==> config.mk <==
export PLATFORM = sky130hd
export DESIGN_NAME = aes_mm_host_sequencer
export DESIGN_NICKNAME = d
export VERILOG_FILES = /design/src/rtl/aes_mm_pkg.sv /design/src/rtl/aes_mm_host_sequencer.sv
export SDC_FILE = /design/constraint.sdc
export NUM_CORES = 1
export LEC_CHECK = 0
export ABC_AREA = 1
export CORE_ASPECT_RATIO = 1.25
export CORE_UTILIZATION = 40
export CTS_BUF_LIST = sky130_fd_sc_hd__clkbuf_4
export CTS_CLUSTER_SIZE = 30
export DETAILED_ROUTE_END_ITERATION = 6
export DONT_BUFFER_PORTS = 1
export MAX_ROUTING_LAYER = met4
export PLACE_DENSITY_LB_ADDON = 0.05
export SYNTH_ARGS = -nofsm -noshare
export SYNTH_HDL_FRONTEND = slang
export SYNTH_SLANG_ARGS = --single-unit
==> constraint.sdc <==
create_clock -name iClk -period 21.3 [get_ports iClk]
set_input_delay 4.26 -clock iClk [delete_from_list [all_inputs] [get_ports iClk]]
set_output_delay 4.26 -clock iClk [all_outputs]
set_load 0.02 [all_outputs]
==> src/rtl/aes_mm_pkg.sv <==
// Shared definitions for the AES memory-mapped slave and its host sequencer:
// bus register map, sequencer FSM states and 128-bit block <-> 32-bit word helpers.
package aes_mm_pkg;

    localparam logic [3:0] ADDR_IN0       = 4'd0;
    localparam logic [3:0] ADDR_IN1       = 4'd1;
    localparam logic [3:0] ADDR_IN2       = 4'd2;
    localparam logic [3:0] ADDR_IN3       = 4'd3;
    localparam logic [3:0] ADDR_LOAD_DATA = 4'd4;
    localparam logic [3:0] ADDR_LOAD_KEY  = 4'd5;
    localparam logic [3:0] ADDR_CT0       = 4'd6;
    localparam logic [3:0] ADDR_CT1       = 4'd7;
    localparam logic [3:0] ADDR_CT2       = 4'd8;
    localparam logic [3:0] ADDR_CT3       = 4'd9;
    localparam logic [3:0] ADDR_STATUS    = 4'd10;
    localparam logic [3:0] ADDR_ECHO0     = 4'd11;
    localparam logic [3:0] ADDR_ECHO1     = 4'd12;
    localparam logic [3:0] ADDR_ECHO2     = 4'd13;
    localparam logic [3:0] ADDR_ECHO3     = 4'd14;

    localparam int POLL_CNT_W = 9;

    typedef enum logic [3:0] {
        IDLE,
        WR,
        GO,
        WAIT,
        POLL,
        PCAP,
        RD,
        RCAP,
        RES
    } seqState_e;

    // Word 0 lives in the most significant 32 bits of a block.
    function automatic logic [31:0] blockWord(input logic [127:0] blk, input logic [1:0] idx);
        logic [31:0] w;
        case (idx)
            2'd0:    w = blk[127:96];
            2'd1:    w = blk[95:64];
            2'd2:    w = blk[63:32];
            default: w = blk[31:0];
        endcase
        return w;
    endfunction

    function automatic logic [127:0] setBlockWord(input logic [127:0] blk, input logic [1:0] idx,
                                                  input logic [31:0] word);
        logic [127:0] r;
        r = blk;
        case (idx)
            2'd0:    r[127:96] = word;
            2'd1:    r[95:64]  = word;
            2'd2:    r[63:32]  = word;
            default: r[31:0]   = word;
        endcase
        return r;
    endfunction

endpackage

==> src/rtl/aes_mm_host_sequencer.sv <==
// Bus master for the AES memory-mapped slave: turns key/plaintext stream
// commands into register writes, load strobes, status polls and ciphertext reads.
//
//   state | meaning
//   IDLE  | ready for a command, bus idle
//   WR    | write input words 0..3 to addresses 0..3
//   GO    | write the load-key or load-data strobe register
//   WAIT  | fixed CT_WAIT cycle wait for the core to finish
//   POLL  | read the status register
//   PCAP  | sample status bit 0 (done / repoll / time out)
//   RD    | read one ciphertext word
//   RCAP  | capture the word read in the previous cycle
//   RES   | present ciphertext until the consumer takes it
//
// The slave's status bit stays set once the first ciphertext exists, so it only
// gates the first block after reset; CT_WAIT is what guarantees completion.
module aes_mm_host_sequencer #(
    parameter int CT_WAIT  = 16,
    parameter int POLL_MAX = 256
) (
    input  logic          iClk,
    input  logic          iReset,
    input  logic          iCmdValid,
    output logic          oCmdReady,
    input  logic          iCmdIsKey,
    input  logic [127:0]  iCmdData,
    output logic          oResValid,
    input  logic          iResReady,
    output logic [127:0]  oResData,
    output logic          oTimeoutErr,
    output logic          oBusy,
    output logic          oChipSelect_n,
    output logic          oWrite_n,
    output logic          oRead_n,
    output logic [3:0]    oAddress,
    output logic [31:0]   oWrData,
    input  logic [31:0]   iRdData
);
    import aes_mm_pkg::*;

    localparam int WAIT_W = (CT_WAIT > 1) ? $clog2(CT_WAIT) : 1;

    seqState_e              state, stateNext;
    logic [1:0]             idx, idxNext;
    logic [WAIT_W-1:0]      waitCnt, waitCntNext;
    logic [POLL_CNT_W-1:0]  pollCnt, pollCntNext;
    logic [127:0]           cmdBlock, cmdBlockNext;
    logic                   cmdIsKey, cmdIsKeyNext;
    logic [127:0]           resBlock, resBlockNext;
    logic                   timeoutNext;
    logic                   chipSelNext_n, writeNext_n, readNext_n;
    logic [3:0]             addrNext;
    logic [31:0]            wrDataNext;
    logic                   cmdAccept;

    assign cmdAccept = iCmdValid && oCmdReady && (state == IDLE);
    assign oBusy     = (state != IDLE);
    assign oResData  = resBlock;

    // Next-state, counters and datapath registers.
    always_comb begin
        stateNext    = state;
        idxNext      = idx;
        waitCntNext  = waitCnt;
        pollCntNext  = pollCnt;
        cmdBlockNext = cmdBlock;
        cmdIsKeyNext = cmdIsKey;
        resBlockNext = resBlock;
        timeoutNext  = 1'b0;
        unique case (state)
            IDLE: begin
                if (cmdAccept) begin
                    cmdBlockNext = iCmdData;
                    cmdIsKeyNext = iCmdIsKey;
                    idxNext      = 2'd0;
                    stateNext    = WR;
                end
            end
            WR: begin
                idxNext = idx + 2'd1;
                if (idx == 2'd3) stateNext = GO;
            end
            GO: begin
                if (cmdIsKey) begin
                    stateNext = IDLE;
                end else begin
                    stateNext   = WAIT;
                    waitCntNext = WAIT_W'(CT_WAIT - 1);
                    pollCntNext = '0;
                end
            end
            WAIT: begin
                if (waitCnt == '0) stateNext = POLL;
                else               waitCntNext = waitCnt - 1'b1;
            end
            POLL: begin
                stateNext = PCAP;
                if (pollCnt != '1) pollCntNext = pollCnt + 1'b1;
            end
            PCAP: begin
                if (iRdData[0]) begin
                    stateNext = RD;
                    idxNext   = 2'd0;
                end else if (pollCnt == POLL_CNT_W'(POLL_MAX)) begin
                    stateNext   = IDLE;
                    timeoutNext = 1'b1;
                end else begin
                    stateNext = POLL;
                end
            end
            RD: stateNext = RCAP;
            RCAP: begin
                resBlockNext = setBlockWord(resBlock, idx, iRdData);
                idxNext      = idx + 2'd1;
                stateNext    = (idx == 2'd3) ? RES : RD;
            end
            RES: begin
                if (iResReady) stateNext = IDLE;
            end
            default: stateNext = IDLE;
        endcase
    end

    // Bus outputs are decoded from the next state so the registered strobes line up with the state.
    always_comb begin
        chipSelNext_n = 1'b1;
        writeNext_n   = 1'b1;
        readNext_n    = 1'b1;
        addrNext      = 4'd0;
        wrDataNext    = 32'd0;
        unique case (stateNext)
            WR: begin
                chipSelNext_n = 1'b0;
                writeNext_n   = 1'b0;
                addrNext      = ADDR_IN0 + {2'b00, idxNext};
                wrDataNext    = blockWord(cmdBlockNext, idxNext);
            end
            GO: begin
                chipSelNext_n = 1'b0;
                writeNext_n   = 1'b0;
                addrNext      = cmdIsKeyNext ? ADDR_LOAD_KEY : ADDR_LOAD_DATA;
            end
            POLL: begin
                chipSelNext_n = 1'b0;
                readNext_n    = 1'b0;
                addrNext      = ADDR_STATUS;
            end
            RD: begin
                chipSelNext_n = 1'b0;
                readNext_n    = 1'b0;
                addrNext      = ADDR_CT0 + {2'b00, idxNext};
            end
            default: ;
        endcase
    end

    // State, datapath and registered output update; reset aborts any transfer at once.
    always_ff @(posedge iClk or posedge iReset) begin
        if (iReset) begin
            state         <= IDLE;
            idx           <= 2'd0;
            waitCnt       <= '0;
            pollCnt       <= '0;
            cmdBlock      <= '0;
            cmdIsKey      <= 1'b0;
            resBlock      <= '0;
            oCmdReady     <= 1'b0;
            oResValid     <= 1'b0;
            oTimeoutErr   <= 1'b0;
            oChipSelect_n <= 1'b1;
            oWrite_n      <= 1'b1;
            oRead_n       <= 1'b1;
            oAddress      <= 4'd0;
            oWrData       <= 32'd0;
        end else begin
            state         <= stateNext;
            idx           <= idxNext;
            waitCnt       <= waitCntNext;
            pollCnt       <= pollCntNext;
            cmdBlock      <= cmdBlockNext;
            cmdIsKey      <= cmdIsKeyNext;
            resBlock      <= resBlockNext;
            oCmdReady     <= (stateNext == IDLE);
            oResValid     <= (stateNext == RES);
            oTimeoutErr   <= timeoutNext;
            oChipSelect_n <= chipSelNext_n;
            oWrite_n      <= writeNext_n;
            oRead_n       <= readNext_n;
            oAddress      <= addrNext;
            oWrData       <= wrDataNext;
        end
    end

endmodule

==> results.txt <==
In this run the remaining antenna-violating nets after routing total 0. The synthesized netlist cell count was 1,551; the final period utilization was 28.4%. The logs give 0.822 for the global placement routability congestion and 60,000 um for the wire length of the first global-routing pass.

The floorplan has 74 rows. The via count of the first global-routing pass was 10,100. The total iterations of the first detailed-routing run is 7, and the actual transition at the worst max-transition pin is 1140 ps. In this run, CTS created clock tree buffers numbering 84. On the final layout, the worst hold slack is 466 ps. In this run the tightest slew margin relative to its limit is 23.9%. The total negative slack for setup checks was 0 ps. The final instance area was 14,700 um2; the flip-flop and latch count after synthesis was 318. The cell depth of the worst hold path was 2. Nature of the critical path endpoint: a register. TritonCTS built the clock tree. Clock-pin slew was measured on the worst setup and hold paths at 60 ps.

The fraction of the yosys area taken by sequential cells was 59.5%. The total count of max-transition violations in the final report is 0, and the cell depth of the worst flop-to-flop path is 11. IR analysis of the VDD net gives a maximum drop of 99.7 uV. Net count after synthesis: 1,725.

Clock latency on the worst-skew pair, taken at its later pin, is 720 ps. Clock skew on the completed layout was measured at 46.2 ps. STA classifies the critical path startpoint as an input port. The initial DRC count was 656; the worst endpoint required time was 21,950 ps. The clock root buffer master was clkbuf_4. During synthesis, Yosys emitted a total of 0 warnings.

The total number of vias was 10,200. The H-tree generated during clock tree synthesis spans 3 levels. In the routed design, unresolved DRC markers number 62.

For the finished layout, the period the worst path requires is 6060 ps. The tools report the net total in the final layout as 1,742. The count of placed standard cells in the final layout, fillers left out came out at 2,038. After detailed routing, the number of vias per cell comes to 5.00. Measured along the x axis, the die boundary spans 166 um. Global routing used 23.9% of the available tracks. For the worst setup path, the data arrival time is 6700 ps. Power per standard cell area: 173 nW/um2. The final reports fail on DRC. Class of the most critical hold timing path: reg2reg. The final layout contains routed wiring with a total length of 39,500 um. The tools report the final hold violation count as 0.

Cells with a size suffix above 1 make up 12.1% of the layout. The area of the die is 34,200 um2. The number of clock sinks was 318; the synthesized area per cell was 8.63 um2. After detailed routing, the average wire length per cell comes to 19.4 um. Post-CTS timing repair inserted 0 buffers for setup. Count of distinct cell types in the synthesized netlist: 33. Yosys attributes the largest share of cell area to dfrtp_1 59%, nand2_1 14%, o21ai_0 7.6%. The run gives 0 as the count of endpoints failing setup in the final report. Of the post-synthesis cell area, the dominant cell type holds 58.9%. The number of gates resized after CTS was 0. In this run the static leakage power is 7.55 nW. The max-cap violation count was 0; the core footprint was 32,800 um2. The worst setup path is of the in2reg kind. During I/O placement, the number of pins put on the boundary was 336.

For this configuration, the core starts out at a cell density of 40.8%. Setup repair after global routing left no endpoint under its margin. The longest clock path from root to sink contains 3 buffers. The largest net degree at the start of global routing was 171; the post-synthesis to final-layout area growth was 9.79%. The run finished, with violations left. Along the worst path, the maximum fanout reaches 103. The initial antenna violation count was 9; the die outline height was 207 um. The number of hold buffers added after CTS was 0. The overall power is 2.55 mW, and the placed instance area is 13,600 um2. Based on the critical path, the design can be clocked at up to 0.165 GHz.

The logs give 13,400 um2 for the netlist area before placement and 1,900 for the placed instance count. The library cell with the largest summed area after synthesis is dfrtp_1. The number of buffers added on ports came out at 0.

The final HPWL from detailed placement came out at 26,200 um. For the global route total overflow, the log shows 0.
==> worst max-delay path: stages <==
cell and delay, ps:
nand2_1 110, nor2_4 130, buf_4 520, buf_4 840, nand2_1 170, nand2_1 150
nand3_1 80, nand2_1 200, nor2_1 90, nor2_1 90
==> worst paths after layout <==
check / start / to / slack, ps
max: iCmdValid / oWrData[25] / 15240
min: cmdBlock[101] / cmdBlock[101] / 470
max reg2reg: state[2] / oWrData[25] / 18020
min reg2reg: cmdBlock[101] / cmdBlock[101] / 470
max in group asynchronous: iReset / cmdBlock[67] / 16050
min in group asynchronous: iReset / cmdBlock[21] / 3650
==> layout make-up <==
class | count | area [um2]
fill | 3391 | 18100
antenna | 8 | 20.0
sequential | 318 | 7960
clock buffer | 119 | 893
clock inverter | 11 | 155
multi-input combinational | 990 | 4440
tap | 418 | 523
inverter | 164 | 623
timing repair buffer | 10 | 87.6
==> synthesized netlist by cell type <==
library cell / n
o2bb2ai_1: 1
nor2_8: 1
nor2_4: 2
nor3_1: 4
inv_1: 160
nand3b_1: 1
clkbuf_1: 37
buf_4: 7
buf_6: 5
buf_2: 28
or2_2: 33
a21oi_1: 41
o21ai_1: 2
nand2_2: 2
clkinv_1: 1
nor3b_1: 1
o21ai_2: 1
nor2_1: 90
nand3_2: 1
nand2_4: 1
ha_1: 9
nand4_1: 8
nand2_1: 492
nor2_2: 7
inv_2: 3
buf_1: 2
dfstp_2: 3
xor2_1: 1
o31ai_1: 1
nand3_1: 88
o21ai_0: 202
dfrtp_1: 315
o211ai_1: 1
==> state kept, by name (all words and copies together), names as in the netlist, 2 cells and up <==
name / cells
oWrData: 32
cmdBlock: 128
waitCnt: 4
pollCnt: 9
oResData: 128
state: 4
oAddress: 4
idx: 2
==> layout by cell type, fill, tap and decap left out, drive strengths merged <==
cell type	instances
diode	8
o211ai	1
o21ai	205
bufinv	4
a21oi	41
o2bb2ai	1
nand3	89
nor2	100
nand3b	1
nand4	8
inv	163
nor3b	1
clkinvlp	1
clkbuf	119
o31ai	1
xor2	1
buf	10
dfstp	3
or2	33
ha	9
nor3	4
nand2	495
clkinv	7
dfrtp	315
==> report_power, final <==
part / internal [mW] / leakage, nW / switching (mW)
registers: 0.845 / 3.53 / 0.269
logic: 0.250 / 3.40 / 0.639
clock network: 0.301 / 0.616 / 0.245
==> cells by family after synthesis <==
family | synth area share [%]
compound gates | 9.40
xor+xnor | 0.0654
fa+ha+maj | 0.841
buf+inv | 7.55
flops | 59.5
simple gates | 22.7
==> per-layer routing <==
layer / part of all wire, % / GRT usage [%] / up-vias
met5: 0 / - / -
met4: 2.8 / 9.98 / 0
met3: 9.3 / 9.32 / 55
met2: 51 / 40.3 / 367
met1: 36 / 25.2 / 4836
li1: - / - / 4922
==> metrics by stage <==
step,util (%),setup slack (ps)
3_3_place_gp,41.6,14550
2_1_floorplan,-,8250
5_1_grt,44.9,15080
4_1_cts,44.8,15260
3_5_place_dp,41.6,14490
6_report,44.9,15240
Power figures use the tool's default switching activity.
